File: config.mk
export PLATFORM = sky130hd
export DESIGN_NAME = wb_arbiter_n_flat
export DESIGN_NICKNAME = d
export VERILOG_FILES = /design/src/rtl/wb_arbiter_n_if.sv /design/src/rtl/wb_arbiter_n.sv /design/src/flat_wrapper.sv
export SDC_FILE = /design/constraint.sdc
export NUM_CORES = 1
export LEC_CHECK = 0
export BUFFER_PORTS_ARGS = -buffer_cell sky130_fd_sc_hd__buf_2
export CORE_AREA = 3 3 168 170
export DETAILED_ROUTE_END_ITERATION = 7
export DIE_AREA = 0 0 171 173
export SYNTH_ARGS = -nofsm -noshare
export SYNTH_HDL_FRONTEND = slang
export SYNTH_SLANG_ARGS = --single-unit
File: constraint.sdc
create_clock -name sysclock -period 2.3 [get_ports sysclock]
set_clock_uncertainty 0.05 [all_clocks]
set_input_delay 0.23 -clock sysclock [delete_from_list [all_inputs] [get_ports sysclock]]
set_output_delay 0.23 -clock sysclock [all_outputs]
set_load 0.03 [all_outputs]
File: src/rtl/wb_arbiter_n_if.sv
// Bus bundle for the N-master Wishbone arbiter: all per-master request lines,
// the shared slave lines and the grant vector.
interface wb_arbiter_n_if #(
    parameter int unsigned NMASTERS = 4,
    parameter int unsigned AW       = 32,
    parameter int unsigned DW       = 32
);
    localparam int unsigned SW = DW / 8;

    // Master side
    logic [NMASTERS-1:0]    m_cyc_i;
    logic [NMASTERS-1:0]    m_stb_i;
    logic [NMASTERS-1:0]    m_we_i;
    logic [NMASTERS*AW-1:0] m_adr_i;
    logic [NMASTERS*DW-1:0] m_dat_i;
    logic [NMASTERS*SW-1:0] m_sel_i;
    logic [DW-1:0]          m_dat_o;
    logic [NMASTERS-1:0]    m_ack_o;
    logic [NMASTERS-1:0]    m_err_o;
    logic [NMASTERS-1:0]    gnt_o;

    // Slave side
    logic                   s_cyc_o;
    logic                   s_stb_o;
    logic                   s_we_o;
    logic [AW-1:0]          s_adr_o;
    logic [DW-1:0]          s_dat_o;
    logic [SW-1:0]          s_sel_o;
    logic [DW-1:0]          s_dat_i;
    logic                   s_ack_i;

    // The arbiter serves the masters, so it takes the slave view of this bundle.
    modport slave (
        input  m_cyc_i, m_stb_i, m_we_i, m_adr_i, m_dat_i, m_sel_i, s_dat_i, s_ack_i,
        output m_dat_o, m_ack_o, m_err_o, gnt_o,
        output s_cyc_o, s_stb_o, s_we_o, s_adr_o, s_dat_o, s_sel_o
    );

    // Surrounding masters and the slave device drive the opposite directions.
    modport master (
        output m_cyc_i, m_stb_i, m_we_i, m_adr_i, m_dat_i, m_sel_i, s_dat_i, s_ack_i,
        input  m_dat_o, m_ack_o, m_err_o, gnt_o,
        input  s_cyc_o, s_stb_o, s_we_o, s_adr_o, s_dat_o, s_sel_o
    );
endinterface

File: src/rtl/wb_arbiter_n.sv
// N-master, single-slave Wishbone arbiter. Round-robin or fixed priority, the grant is
// locked for the whole cyc, and a stalled slave is aborted with a one-cycle err pulse.
module wb_arbiter_n #(
    parameter int unsigned NMASTERS = 4,
    parameter int unsigned AW       = 32,
    parameter int unsigned DW       = 32,
    parameter int unsigned MODE     = 0,
    parameter int unsigned TIMEOUT  = 255
) (
    input logic           sysclock,
    input logic           rst_i,
    wb_arbiter_n_if.slave bus
);
    localparam int unsigned SW = DW / 8;
    localparam int unsigned PW = $clog2(NMASTERS);
    localparam logic [15:0] TO = 16'(TIMEOUT);

    typedef enum logic [1:0] {StIdle, StBusy, StAbort} state_e;

    state_e              state_q, state_d;
    logic [PW-1:0]       gidx_q, gidx_d;
    logic [PW-1:0]       ptr_q, ptr_d;
    logic [15:0]         cnt_q, cnt_d;
    logic [NMASTERS-1:0] err_q, err_d;
    logic [NMASTERS-1:0] gnt_onehot;
    logic                stall;
    logic                expire;

    logic [AW-1:0] adr_arr [NMASTERS];
    logic [DW-1:0] dat_arr [NMASTERS];
    logic [SW-1:0] sel_arr [NMASTERS];

    for (genvar i = 0; i < int'(NMASTERS); i++) begin : g_split
        assign adr_arr[i] = bus.m_adr_i[i*AW +: AW];
        assign dat_arr[i] = bus.m_dat_i[i*DW +: DW];
        assign sel_arr[i] = bus.m_sel_i[i*SW +: SW];
    end

    // Winner among requesters: lowest index (fixed) or first above the pointer (RR).
    function automatic logic [PW-1:0] pick(input logic [NMASTERS-1:0] req,
                                           input logic [PW-1:0]       ptr);
        logic [PW-1:0] win;
        logic          found;
        int unsigned   idx;
        win   = '0;
        found = 1'b0;
        if (MODE == 1) begin
            for (int i = int'(NMASTERS) - 1; i >= 0; i--) begin
                if (req[i]) win = PW'(i);
            end
        end else begin
            for (int unsigned k = 1; k <= NMASTERS; k++) begin
                idx = (32'(ptr) + k) % NMASTERS;
                if (!found && req[idx]) begin
                    found = 1'b1;
                    win   = PW'(idx);
                end
            end
        end
        return win;
    endfunction

    assign gnt_onehot  = {{(NMASTERS-1){1'b0}}, 1'b1} << gidx_q;
    assign bus.m_dat_o = bus.s_dat_i;
    assign bus.m_err_o = err_q;

    // Next-state, bus muxing and stall timer.
    always_comb begin
        state_d     = state_q;
        gidx_d      = gidx_q;
        ptr_d       = ptr_q;
        cnt_d       = '0;
        err_d       = '0;
        stall       = 1'b0;
        expire      = 1'b0;
        bus.gnt_o   = '0;
        bus.m_ack_o = '0;
        bus.s_cyc_o = 1'b0;
        bus.s_stb_o = 1'b0;
        bus.s_we_o  = 1'b0;
        bus.s_adr_o = '0;
        bus.s_dat_o = '0;
        bus.s_sel_o = '0;
        unique case (state_q)
            StIdle: begin
                if (|bus.m_cyc_i) begin
                    gidx_d  = pick(bus.m_cyc_i, ptr_q);
                    state_d = StBusy;
                    if (MODE == 0) ptr_d = gidx_d;
                end
            end
            StBusy: begin
                bus.gnt_o   = gnt_onehot;
                bus.s_cyc_o = bus.m_cyc_i[gidx_q];
                bus.s_stb_o = bus.m_stb_i[gidx_q];
                bus.s_we_o  = bus.m_we_i[gidx_q];
                bus.s_adr_o = adr_arr[gidx_q];
                bus.s_dat_o = dat_arr[gidx_q];
                bus.s_sel_o = sel_arr[gidx_q];
                bus.m_ack_o = bus.s_ack_i ? gnt_onehot : '0;
                stall       = bus.m_stb_i[gidx_q] & ~bus.s_ack_i;
                // An ack in the would-be expiry cycle is not a stall, so it wins.
                expire      = (TIMEOUT != 0) && stall && (cnt_q == TO - 16'd1);
                if (stall) cnt_d = cnt_q + 16'd1;
                if (!bus.m_cyc_i[gidx_q]) begin
                    state_d = StIdle;
                end else if (expire) begin
                    state_d = StAbort;
                    err_d   = gnt_onehot;
                end
            end
            StAbort: begin
                // Slave lines stay low and late acks are swallowed until the owner lets go.
                bus.gnt_o = gnt_onehot;
                if (!bus.m_cyc_i[gidx_q]) state_d = StIdle;
            end
            default: state_d = StIdle;
        endcase
    end

    // State registers with asynchronous reset; pointer starts at N-1 so master 0 goes first.
    always_ff @(posedge sysclock or posedge rst_i) begin
        if (rst_i) begin
            state_q <= StIdle;
            gidx_q  <= '0;
            ptr_q   <= PW'(NMASTERS - 1);
            cnt_q   <= '0;
            err_q   <= '0;
        end else begin
            state_q <= state_d;
            gidx_q  <= gidx_d;
            ptr_q   <= ptr_d;
            cnt_q   <= cnt_d;
            err_q   <= err_d;
        end
    end
endmodule
File: src/flat_wrapper.sv
// flat-port wrapper written by rule: the top's interface ports become plain ports
module wb_arbiter_n_flat 
#(
    parameter int unsigned NMASTERS = 4,
    parameter int unsigned AW       = 32,
    parameter int unsigned DW       = 32,
    parameter int unsigned MODE     = 0,
    parameter int unsigned TIMEOUT  = 255
)
  (sysclock, rst_i, bus_m_cyc_i, bus_m_stb_i, bus_m_we_i, bus_m_adr_i, bus_m_dat_i, bus_m_sel_i, bus_s_dat_i, bus_s_ack_i, bus_m_dat_o, bus_m_ack_o, bus_m_err_o, bus_gnt_o, bus_s_cyc_o, bus_s_stb_o, bus_s_we_o, bus_s_adr_o, bus_s_dat_o, bus_s_sel_o);
  wb_arbiter_n_if #(.NMASTERS(NMASTERS), .AW(AW), .DW(DW)) bus_i ();
  input logic sysclock;
  input logic rst_i;
  input wire logic [$bits(bus_i.m_cyc_i)-1:0] bus_m_cyc_i;
  input wire logic [$bits(bus_i.m_stb_i)-1:0] bus_m_stb_i;
  input wire logic [$bits(bus_i.m_we_i)-1:0] bus_m_we_i;
  input wire logic [$bits(bus_i.m_adr_i)-1:0] bus_m_adr_i;
  input wire logic [$bits(bus_i.m_dat_i)-1:0] bus_m_dat_i;
  input wire logic [$bits(bus_i.m_sel_i)-1:0] bus_m_sel_i;
  input wire logic [$bits(bus_i.s_dat_i)-1:0] bus_s_dat_i;
  input wire logic [$bits(bus_i.s_ack_i)-1:0] bus_s_ack_i;
  output wire logic [$bits(bus_i.m_dat_o)-1:0] bus_m_dat_o;
  output wire logic [$bits(bus_i.m_ack_o)-1:0] bus_m_ack_o;
  output wire logic [$bits(bus_i.m_err_o)-1:0] bus_m_err_o;
  output wire logic [$bits(bus_i.gnt_o)-1:0] bus_gnt_o;
  output wire logic [$bits(bus_i.s_cyc_o)-1:0] bus_s_cyc_o;
  output wire logic [$bits(bus_i.s_stb_o)-1:0] bus_s_stb_o;
  output wire logic [$bits(bus_i.s_we_o)-1:0] bus_s_we_o;
  output wire logic [$bits(bus_i.s_adr_o)-1:0] bus_s_adr_o;
  output wire logic [$bits(bus_i.s_dat_o)-1:0] bus_s_dat_o;
  output wire logic [$bits(bus_i.s_sel_o)-1:0] bus_s_sel_o;
  assign bus_i.m_cyc_i = bus_m_cyc_i;
  assign bus_i.m_stb_i = bus_m_stb_i;
  assign bus_i.m_we_i = bus_m_we_i;
  assign bus_i.m_adr_i = bus_m_adr_i;
  assign bus_i.m_dat_i = bus_m_dat_i;
  assign bus_i.m_sel_i = bus_m_sel_i;
  assign bus_i.s_dat_i = bus_s_dat_i;
  assign bus_i.s_ack_i = bus_s_ack_i;
  assign bus_m_dat_o = bus_i.m_dat_o;
  assign bus_m_ack_o = bus_i.m_ack_o;
  assign bus_m_err_o = bus_i.m_err_o;
  assign bus_gnt_o = bus_i.gnt_o;
  assign bus_s_cyc_o = bus_i.s_cyc_o;
  assign bus_s_stb_o = bus_i.s_stb_o;
  assign bus_s_we_o = bus_i.s_we_o;
  assign bus_s_adr_o = bus_i.s_adr_o;
  assign bus_s_dat_o = bus_i.s_dat_o;
  assign bus_s_sel_o = bus_i.s_sel_o;
  wb_arbiter_n #(.NMASTERS(NMASTERS), .AW(AW), .DW(DW), .MODE(MODE), .TIMEOUT(TIMEOUT)) u_core (.sysclock(sysclock), .rst_i(rst_i), .bus(bus_i));
endmodule
Yosys cells after proc, flatten, opt, wreduce, memory -nomap -nowiden
Cells that the tools add are included.

cells by class
  $add $sub $neg = 5
  $lt $le $gt $ge = 6
  equality and inequality tests = 6
  shifts and indexed selects = 1
  mux-type cells = 55
  bitwise gates (word level) = 3
  reduce and logical (&&, ||, !) cells = 12

operators by type and width
  operator                                                              number
  32-bit two-way mux                                                    6
  32-bit binary-select mux with 2-bit select                            2
  4-bit two-way mux                                                     9
  16-bit two-way mux                                                    2
  1-bit two-way mux                                                     19
  16-bit by 1-bit adder with 16-bit output, second input constant       1
  16-bit by 8-bit == test with 1-bit output, second input constant      1
  2-bit two-way mux                                                     8
  2-bit by 3-bit < comparator with 1-bit output, second input constant  5
  1-bit binary-select mux with 2-bit select                             7
  4-bit binary-select mux with 2-bit select                             1
  2-bit one-hot mux with 3 select lines                                 1
  2-bit by 1-bit adder with 2-bit output, second input constant         2
  2-bit adder, second input constant                                    2
  1-bit logical AND                                                     4
  4-bit OR reduction                                                    1
  1-bit by 2-bit << shifter with 4-bit output, first input constant     1
  3-bit greater-or-equal comparator, second input constant              1
  1-bit zero test                                                       3
  3-bit inequality test, second input constant                          1
  2-bit inverter with 3-bit output                                      1
  3-bit AND reduction                                                   1
  2-bit by 1-bit == test with 1-bit output, second input constant       1
  2-bit == test, second input constant                                  1
  other kinds (7)                                                       7

word-level totals
  register bits = 26
  bits of input ports = 319
  output and inout bits = 115
  logic and storage cells = 93

Depth between registers and ports, before layout
Gate-level depths: netlist of the first run.

  word-level depth = 19
  depth in mapped cells = 6
  depth with buffers taken out = 6

Worst setup path after synthesis of the first run
OpenSTA, ideal clock, no wires.

  path type = flip-flop to output port
  from = register u_core.state_q[1]
  to = output port bus_m_ack_o[0]
  arrival = 1.893 ns
  data required time = 2.020 ns
  slack = 0.127 ns
  cell stages (with the launch flop) = 7
  buffers on the path = 2
  cell sequence = dfrtp_1 > inv_1 > ha_1 > clkbuf_1 > clkbuf_1 > nand2_1 > nor3_1

between the ends
  word-level cells in the longest chain between the ends = 2

ends and longest elaborated chain
  what                                      RTL line             source
  from (decl)                               wb_arbiter_n.sv:20   state_e state_q, state_d;
  from (signal assigned)                    wb_arbiter_n.sv:124  state_q <= StIdle;
  from (signal assigned)                    wb_arbiter_n.sv:130  state_q <= state_d;
  2-bit by 1-bit == test with 1-bit output  wb_arbiter_n.sv:84   unique case (state_q)
  4-bit two-way mux                         wb_arbiter_n.sv:84
  to (decl)                                 flat_wrapper.sv:23   output wire logic [$bits(bus_i.m_ack_o)-1:0] bus_m_ack_o;

Every way passes these cells.

Worst setup path in the final report of the first run
  from = register u_core.gidx_q[0]
  to = output port bus_s_we_o

between the ends
  word-level cells in the longest chain between the ends = 3

ends and longest elaborated chain
  what                                       RTL line             source
  from (decl)                                wb_arbiter_n.sv:21   logic [PW-1:0] gidx_q, gidx_d;
  from (signal assigned)                     wb_arbiter_n.sv:131  gidx_q <= gidx_d;
  1-bit binary-select mux with 2-bit select  wb_arbiter_n.sv:96   bus.s_we_o = bus.m_we_i[gidx_q];
  1-bit two-way mux (not written as such)    wb_arbiter_n.sv:96
  1-bit two-way mux                          wb_arbiter_n.sv:84
  to (decl)                                  flat_wrapper.sv:28   output wire logic [$bits(bus_i.s_we_o)-1:0] bus_s_we_o;

Every way passes these cells. The select of a mux whose other input is x is not followed.

==> results of run 1 <==
kinds of logic (layout without fill, tap and decap cells):
logic type	after synthesis	after routing	synth area share
mux	71	71	0.415
xor+xnor	10	10	0.0227
fa+ha+maj	6	6	0.0195
flops	26	26	0.169
other cells	0	1	0
buf+inv	72	406	0.107
compound gates	24	24	0.0425
simple gates	146	146	0.224
metrics by stage:
step	TNS, ns	utilization
final	0	0.230
after floorplan	0	-
after detailed placement	0	0.222
after CTS	-0.0203	0.228
after global placement	0	0.222
after global routing	-0.00162	0.230
repair_timing:
item,in CTS,in global routing
setup endpoints to repair,57,37
gates cloned,0,1
hold buffers,1,0
pin swaps,1,0
resized for setup,14,2
endpoints found under the hold margin,5,0
buffers inserted,2,2
sequential cells by signal, indices dropped and copies added, names as in the netlist:
| name | flops |
|---|---|
| u_core.bus.m_err_o | 4 |
| u_core.cnt_q | 16 |
| u_core.gidx_q | 2 |
| u_core.ptr_q | 2 |
| u_core.state_q | 2 |
worst register-to-register path, stage by stage, from the launching register on:
cell and delay, ns:
dfrtp_1 0.42, inv_1 0.08, ha_1 0.14, or4bb_1 0.53, nor4_4 0.24, nand3_2 0.19
o31ai_2 0.20
synth_stat cells, types with 2 or more instances:
cell type	instances
and2_1	73
mux4_2	71
buf_4	32
dfrtp_1	24
nor2_1	24
clkbuf_1	16
buf_2	12
inv_1	10
nand2_1	10
o21ai_0	7
xnor2_1	7
ha_1	6
nand3_1	6
a21oi_1	5
nand4_1	5
nor3_1	5
nor4_1	5
or3_1	3
or4_1	3
xor2_1	3
a21boi_0	2
a21o_1	2
dfstp_2	2
nand2b_1	2
nand3b_1	2
report_power, final:
part	internal [uW]	switching (uW)
Clock	347	170
Sequential	535	89.1
Combinational	2600	3490
Total	3480	3750
metal layers:
metal / vias to the layer above / track usage / share of wire
met3: 25 / 0.0645 / 0.14
met1: 2080 / 0.161 / 0.42
met2: 249 / 0.189 / 0.42
li1: 1974 / - / -
met5: - / 0 / 0.00064
met4: 2 / 0.0275 / 0.018
area by class of cell:
class	count	area [sq um]
diodes	1	2.50
clock buffers	3	75.1
clock inverters	1	30.0
fillers	2928	20700
inverters	10	37.5
multi-input cells	257	2800
flip-flops and latches	26	661
well taps	341	427
repair buffers	392	2150
worst max-delay path by stage:
stage                                 to  slack, ns  cells after the start
after floorplan           bus_m_ack_o[0]       0.13                      6
after global placement    bus_s_dat_o[9]       0.19                      4
after detailed placement  bus_s_dat_o[8]       0.18                      4
after CTS                     bus_s_we_o      -0.01                      4
after global routing      bus_s_dat_o[1]     -0.002                      5
final                         bus_s_we_o       0.06                      5
==> impl_metrics.yaml, run 1 <==
routing:
  ant_nets: 0
  vias: 4330
  vias_per_cell: 4.20
  wl_per_cell_microns: 19.8
  firstDrtPassIters: 5
  drc: 0
  drt_wl_total_microns: 20400
  drtIter0Drc: 160
hold_path:
  min-delay-start: "bus_s_ack_i"
  min_to: "u_core.cnt_q[15]"
  min_path_cells: 3
  min_path_type: "in -> reg"
critical_path:
  r2r_slack_ns: 0.37
  r2r-start: "u_core.cnt_q[0]"
  cp_max_fo: 4
  critPathLaunchType: "flop"
  rr_endpoint: "u_core.state_q[1]"
  path_buf_inv: 3
  worstRegToRegCells: 6
  crit_type: "reg -> out"
  critPathLaunch: "u_core.gidx_q[0]"
  critPathCaptureType: "primary output"
  slowest_delay_ns: 0.50
  critPathRequiredTime_ns: 2.02
  critPathArrivalTime_ns: 1.96
  slowest_stage: "dfrtp_4"
  critPathTopFamily: "buffers and inverters"
  cp_cell_sequence: "buf_12 -> buf_4 -> mux4_2 -> and2_1 -> buf_2"
yosys:
  syn_inst: 355
  syn_area_sq_um: 3860
  synth_edf_count: 0
  synth-main-ff-cell: "dfrtp_1"
  synth_warnings: 0
  yosys.area.top_type: "mux4_2"
  synth_top_area_frac: 0.415
  synth.area.top_cells: "mux4_2, dfrtp_1, and2_1, buf_4, nor2_1"
  syn_avg_cell_area_sq_um: 10.9
  ys_ff_latch: 26
  synthArstFlopShare: 1.00
  synth_fp_nets: 680
  ys_seq_area_frac: 0.169
  yosysUniqueCellTypes: 43
placed_design:
  pre_cts_slack_ns: 0.180
  place_inst: 1020
  io_buffers: 369
  post-dp-hpwl_microns: 17500
  placed_area_sq_um: 5960
  gp_congestion: 0.888
global_route:
  grt_pass1_vias: 4570
  grt_use_total: 0.125
  antenna_found_initial: 3
  grt_overflow: 0
  grt_max_degree: 39
  grt_pass1_wl_microns: 28000
pwr:
  power_density_nw_per_um2: 1170
  cellLeakagePower_uw: 0.00298
  max-vdd-ir-drop_mv: 0.558
  power_uw: 7230
final_layout:
  layout-drive-gt1-share: 0.700
  design_area_sq_um: 6190
  nNetsFinal: 1015
  final_cells: 1031
  final_cell_mix: "buf_2, mux4_2, and2_1"
  syn_to_final_growth_pct: 60.4
  final_common_cell: "buf_2"
die:
  core_sq_um: 26900
  die_h_microns: 173
  row_count: 60
  dieArea_sq_um: 29600
  die_x_microns: 171
  pin_count: 434
  initial_core_util: 0.144
status:
  outcome: "finished clean"
sta:
  finalSetupViolations: 0
  worst_pin_slew_ns: 0.343
  fin_ws_ns: 0.0560
  rsz0062_at_grt: "true"
  layout_min_cycle_time_ns: 2.24
  drv_slew: 0
  fin_crit_sh: 0.976
  timing.final.hold_violations: 0
  clock.fmax_mhz: 446
  holdWs_ns: 0.262
  relSlewSlack: 0.769
clocking:
  clk_pin_slew_worst_paths_ns: 0.07
  numClockSinks: 26
  root_buffer: "clkbuf_16"
  h-tree-depth: 1
  cts_buffer_depth: 2
  clock_latency_ns: 0.26
  cts_made_buffers: 3
  cts_tree: "yes"
job:
  max_cap_violations: 0
(Power assumes the default switching activity.)
==> inputs of run 2 (changes only) <==
CORE_AREA = 10 10 159 161   (was 3 3 168 170)
DIE_AREA = 0 0 169 171   (was 0 0 171 173)
clock period = 2.6 ns   (was 2.3 ns; I/O delays follow)
==> run 2 against run 1 <==
Effect of this change: final cell count is 6.7% lower; die area is 2.3% lower; sequential share of layout area is 0.53 points higher; global-route usage is 0.96 points higher; critical path depth is 1 lower; final area is 4.7% lower; sequential cell count stayed put; via count is 0.81% higher; sequential power hardly changed; hold slack worse by 0.21 ns; register-to-register slack better by 0.26 ns; largest power group unchanged; highest routed layer unchanged.
==> impl_metrics.yaml, run 2 (synthesis gave the netlist of run 1 again) <==
status:
  outcome: "finished clean"
die:
  pin_count: 434
  die_h_microns: 171
  initial_core_util: 0.174
  die_x_microns: 169
  dieArea_sq_um: 28900
  core_sq_um: 22200
  row_count: 55
critical_path:
  cp_cell_sequence: "buf_12 -> mux4_2 -> and2_1 -> buf_2"
  critPathLaunchType: "flop"
  slowest_stage: "dfrtp_4"
  crit_type: "reg -> out"
  critPathArrivalTime_ns: 2.10
  critPathLaunch: "u_core.gidx_q[1]"
  critPathCaptureType: "primary output"
  critPathRequiredTime_ns: 2.29
  slowest_delay_ns: 0.71
  r2r_slack_ns: 0.63
  r2r-start: "u_core.gidx_q[0]"
  cp_max_fo: 38
placed_design:
  post-dp-hpwl_microns: 19300
  place_inst: 956
  io_buffers: 369
  gp_congestion: 0.904
  placed_area_sq_um: 5800
final_layout:
  final_common_cell: "buf_2"
  nNetsFinal: 1001
  largest_reg_flops: 16
  layout-drive-gt1-share: 0.690
  largest-register: "u_core.cnt_q"
  final_cells: 962
  design_area_sq_um: 5890
  syn_to_final_growth_pct: 52.8
  final_cell_mix: "buf_2, and2_1, mux4_2"
  num-fill-cells: 2392
clocking:
  h-tree-depth: 1
  numClockSinks: 26
  ctsHoldBuffers: 0
  clk_pin_slew_worst_paths_ns: 0.06
  cts_made_buffers: 3
  clock_latency_ns: 0.26
  cts_tree: "yes"
  root_buffer: "clkbuf_16"
  cts_setup_buffers: 0
  cts_buffer_depth: 2
  post_cts_resized: 0
sta:
  fin_crit_sh: 0.927
  holdWs_ns: 0.0487
  worst_pin_slew_ns: 0.759
  clock.fmax_mhz: 415
  drv_slew: 0
  finalSetupTns_ns: 0
  layout_min_cycle_time_ns: 2.41
  timing.final.hold_violations: 0
  finalSetupViolations: 0
  rsz0062_at_grt: "false"
  relSlewSlack: 0.488
job:
  max_cap_violations: 0
hold_path:
  min_path_type: "in -> async"
pwr:
  swShare: 0.538
  cellLeakagePower_uw: 0.00288
  max-vdd-ir-drop_mv: 0.345
  power_density_nw_per_um2: 1000
  power_switching_uw: 3180
  p_int_uw: 2730
  p_seq_frac: 0.105
  power_uw: 5910
  combinationalPowerShare: 0.832
  clock_power_share: 0.063
global_route:
  grt_overflow: 0
  use_met2: 0.224
  grt_use_total: 0.135
  grt_pass1_vias: 4493
  antenna_found_initial: 7
  top_usage_layer: "met2"
  grt_pass1_wl_microns: 29900
  grt_util_met3: 0.0601
  use_met1: 0.161
  grt_max_degree: 43
routing:
  wl_per_cell_microns: 23.0
  drt_wl_total_microns: 22100
  drtIter0Drc: 362
  firstDrtPassIters: 4
  vias_per_cell: 4.54
  vias: 4365
  drc: 0
  ant_nets: 0
[run 2: final cells by class]
type | count | area, sq um | share of cell area
sequential | 26 | 661 | 0.112
inverter | 10 | 37.5 | 0.00637
clock buffer | 4 | 88.8 | 0.0151
antenna | 2 | 5.00 | 0.000849
tap | 285 | 357 | 0.0605
timing repair buffer | 378 | 1950 | 0.331
multi-input combinational | 257 | 2790 | 0.474
[run 2: layer usage]
| layer | routed length, microns | part of all wire |
|---|---|---|
| met5 | 40 | 0.0018 |
| met4 | 284 | 0.013 |
| met3 | 2870 | 0.13 |
| met2 | 10900 | 0.49 |
| met1 | 8020 | 0.36 |
[run 2: metrics by stage]
| step | setup slack (ns) | util |
|---|---|---|
| finish | 0.190 | 0.265 |
| global route | 0.118 | 0.265 |
| CTS | 0.163 | 0.265 |
| detailed placement | 0.451 | 0.261 |
| global placement | 0.477 | 0.261 |
| floorplan | 0.397 | - |
[run 2: power groups by stage]
| stage | clock [uW] | sequential, uW | combinational [uW] |
|---|---|---|---|
| floorplan | 0 | 497 | 3640 |
| global placement | 0 | 624 | 4960 |
| detailed placement | 0 | 632 | 4960 |
| CTS | 381 | 624 | 4990 |
| global route | 398 | 633 | 5250 |
| finish | 370 | 623 | 4920 |
[run 2: path summary, 6_finish.rpt]
path	endpoint	cells after the start
setup / recovery	bus_s_sel_o[3]	4
min in group sysclock	u_core.cnt_q[15]	3
hold / removal	u_core.cnt_q[15]	2
setup reg to reg	u_core.cnt_q[15]	5
max in group asynchronous	u_core.cnt_q[10]	3
hold reg to reg	u_core.ptr_q[0]	2
[run 2: worst max-delay path: cells and delay by family, from the launching register on]
family                 cells  cell delay, ns
DFF                        1            0.71
buffers and inverters      2            0.47
muxes                      1            0.41
and+or+nand+nor            1            0.20
==> inputs of run 3 (changes only) <==
CELL_PAD_IN_SITES_DETAIL_PLACEMENT = 0   (was not set)
CELL_PAD_IN_SITES_GLOBAL_PLACEMENT = 2   (was not set)
CORE_AREA = 10 10 162 164   (was 10 10 159 161)
DIE_AREA = 0 0 172 174   (was 0 0 169 171)
PLACE_DENSITY_LB_ADDON = 0.1   (was not set)
==> run 3 against run 2 <==
Effect of this change: final area up 1.3%; hold slack improved by 0.24 ns; combinational power grew 4.1%; non-clock buffer count increased by 6; largest power group unchanged.
==> impl_metrics.yaml, run 3 (synthesis gave the netlist of run 1 again) <==
global_route:
  grt_overflow: 0
  grt_use_total: 0.172
  grt_max_degree: 42
  antenna_found_initial: 16
  grt_pass1_vias: 4646
  grt_pass1_wl_microns: 37500
final_layout:
  largest-register: "u_core.cnt_q"
  nNetsFinal: 1007
  final_cells: 982
  syn_to_final_growth_pct: 54.8
  largest_reg_flops: 16
  layout-drive-gt1-share: 0.692
  num-fill-cells: 2573
  final_common_cell: "buf_2"
  final_cell_mix: "buf_2, and2_1, mux4_2"
die:
  pin_count: 434
  core_sq_um: 23100
  dieArea_sq_um: 29900
  die_x_microns: 172
  row_count: 56
  initial_core_util: 0.167
  die_h_microns: 174
critical_path:
  cp_max_fo: 31
  critPathLaunchType: "flop"
  critPathCaptureType: "primary output"
  critPathArrivalTime_ns: 2.03
  worstSetupEndpoint: "bus_s_dat_o[30]"
  worstRegToRegCells: 6
  crit_type: "reg -> out"
  r2r_slack_ns: 0.61
  critPathRequiredTime_ns: 2.29
  rr_endpoint: "u_core.state_q[1]"
  critPathLaunch: "u_core.gidx_q[0]"
  r2r-start: "u_core.cnt_q[0]"
routing:
  drt_wl_total_microns: 27500
  drc: 0
  wl_per_cell_microns: 28.0
  ant_nets: 0
  firstDrtPassIters: 4
  drtIter0Drc: 237
  vias_per_cell: 4.54
  vias: 4455
clocking:
  clock_latency_ns: 0.26
  cts_made_buffers: 3
  root_buffer: "clkbuf_16"
  ctsHoldBuffers: 1
  cts_setup_buffers: 0
  numClockSinks: 26
  post_cts_resized: 0
  cts_buffer_depth: 2
  h-tree-depth: 1
  cts_tree: "yes"
  clk_pin_slew_worst_paths_ns: 0.07
sta:
  fin_crit_sh: 0.902
  layout_min_cycle_time_ns: 2.34
  rsz0062_at_grt: "false"
  worst_pin_slew_ns: 0.469
  timing.final.hold_violations: 0
  drv_slew: 0
  relSlewSlack: 0.687
  finalSetupViolations: 0
  clock.fmax_mhz: 426
  finalSetupTns_ns: 0
placed_design:
  place_inst: 966
  post-dp-hpwl_microns: 24300
  gp_congestion: 0.897
  io_buffers: 369
pwr:
  max-vdd-ir-drop_mv: 0.352
  cellLeakagePower_uw: 0.00290
  power_density_nw_per_um2: 1020
job:
  max_cap_violations: 0
status:
  outcome: "finished clean"
hold_path:
  min_path_type: "in -> reg"
-- run 3: cell count changes in the layout (fill, tap and decap cells not counted), sizes merged --
cell         delta
buf             +5
diode           +9
dlygate4sd3     +1
-- run 3: worst min path at each step --
| stage | from | endpoint | slack [ns] | cells past startpoint |
|---|---|---|---|---|
| finish | bus_s_ack_i | u_core.cnt_q[15] | 0.29 | 3 |
| global route | bus_s_ack_i | u_core.cnt_q[15] | 0.33 | 3 |
| CTS | bus_s_ack_i | u_core.cnt_q[15] | 0.29 | 3 |
| detailed placement | rst_i | u_core.bus.m_err_o[1] | 0.25 | 2 |
| global placement | rst_i | u_core.bus.m_err_o[1] | 0.26 | 2 |
| floorplan | rst_i | u_core.bus.m_err_o[0] | 0.25 | 1 |
-- run 3: final cells by class --
cell class,count,area (sq um),share of cell area
inverters,10,37.5,0.00629
well taps,290,363,0.0608
repair buffers,384,2000,0.335
multi-input cells,257,2790,0.468
clock buffers,4,88.8,0.0149
diodes,11,27.5,0.00461
flip-flops and latches,26,661,0.111
-- run 3: worst max-delay path, stage by stage, from the launching register on --
cell and delay, ns:
dfrtp_4 0.49, buf_12 0.28, mux4_2 0.56, and2_1 0.23
buf_2 0.20
-- run 3: per-stage QoR --
step	hold slack (ns)	util	setup slack, ns	total power [uW]	cell area, sq um
after CTS	0.293	0.257	0.208	6260	5940
final	0.292	0.258	0.255	6110	5970
after global routing	0.328	0.258	0.146	6530	5960
after detailed placement	0.255	0.253	0.508	5830	5840
after global placement	0.258	0.253	0.512	5840	5840
after floorplan	0.249	-	0.397	4130	3860
-- run 3: layer usage --
metal	track usage	vias to the layer above	wire (microns)
met2	0.278	238	12900
met3	0.0859	32	3560
met1	0.209	2201	10900
met5	0	-	96
met4	0.00862	14	80
li1	-	1970	-
-- run 3: power breakdown --
group          internal (uW)  switching (uW)
registers                472             147
clock network            236             141
logic                   2060            3060
total                   2770            3350
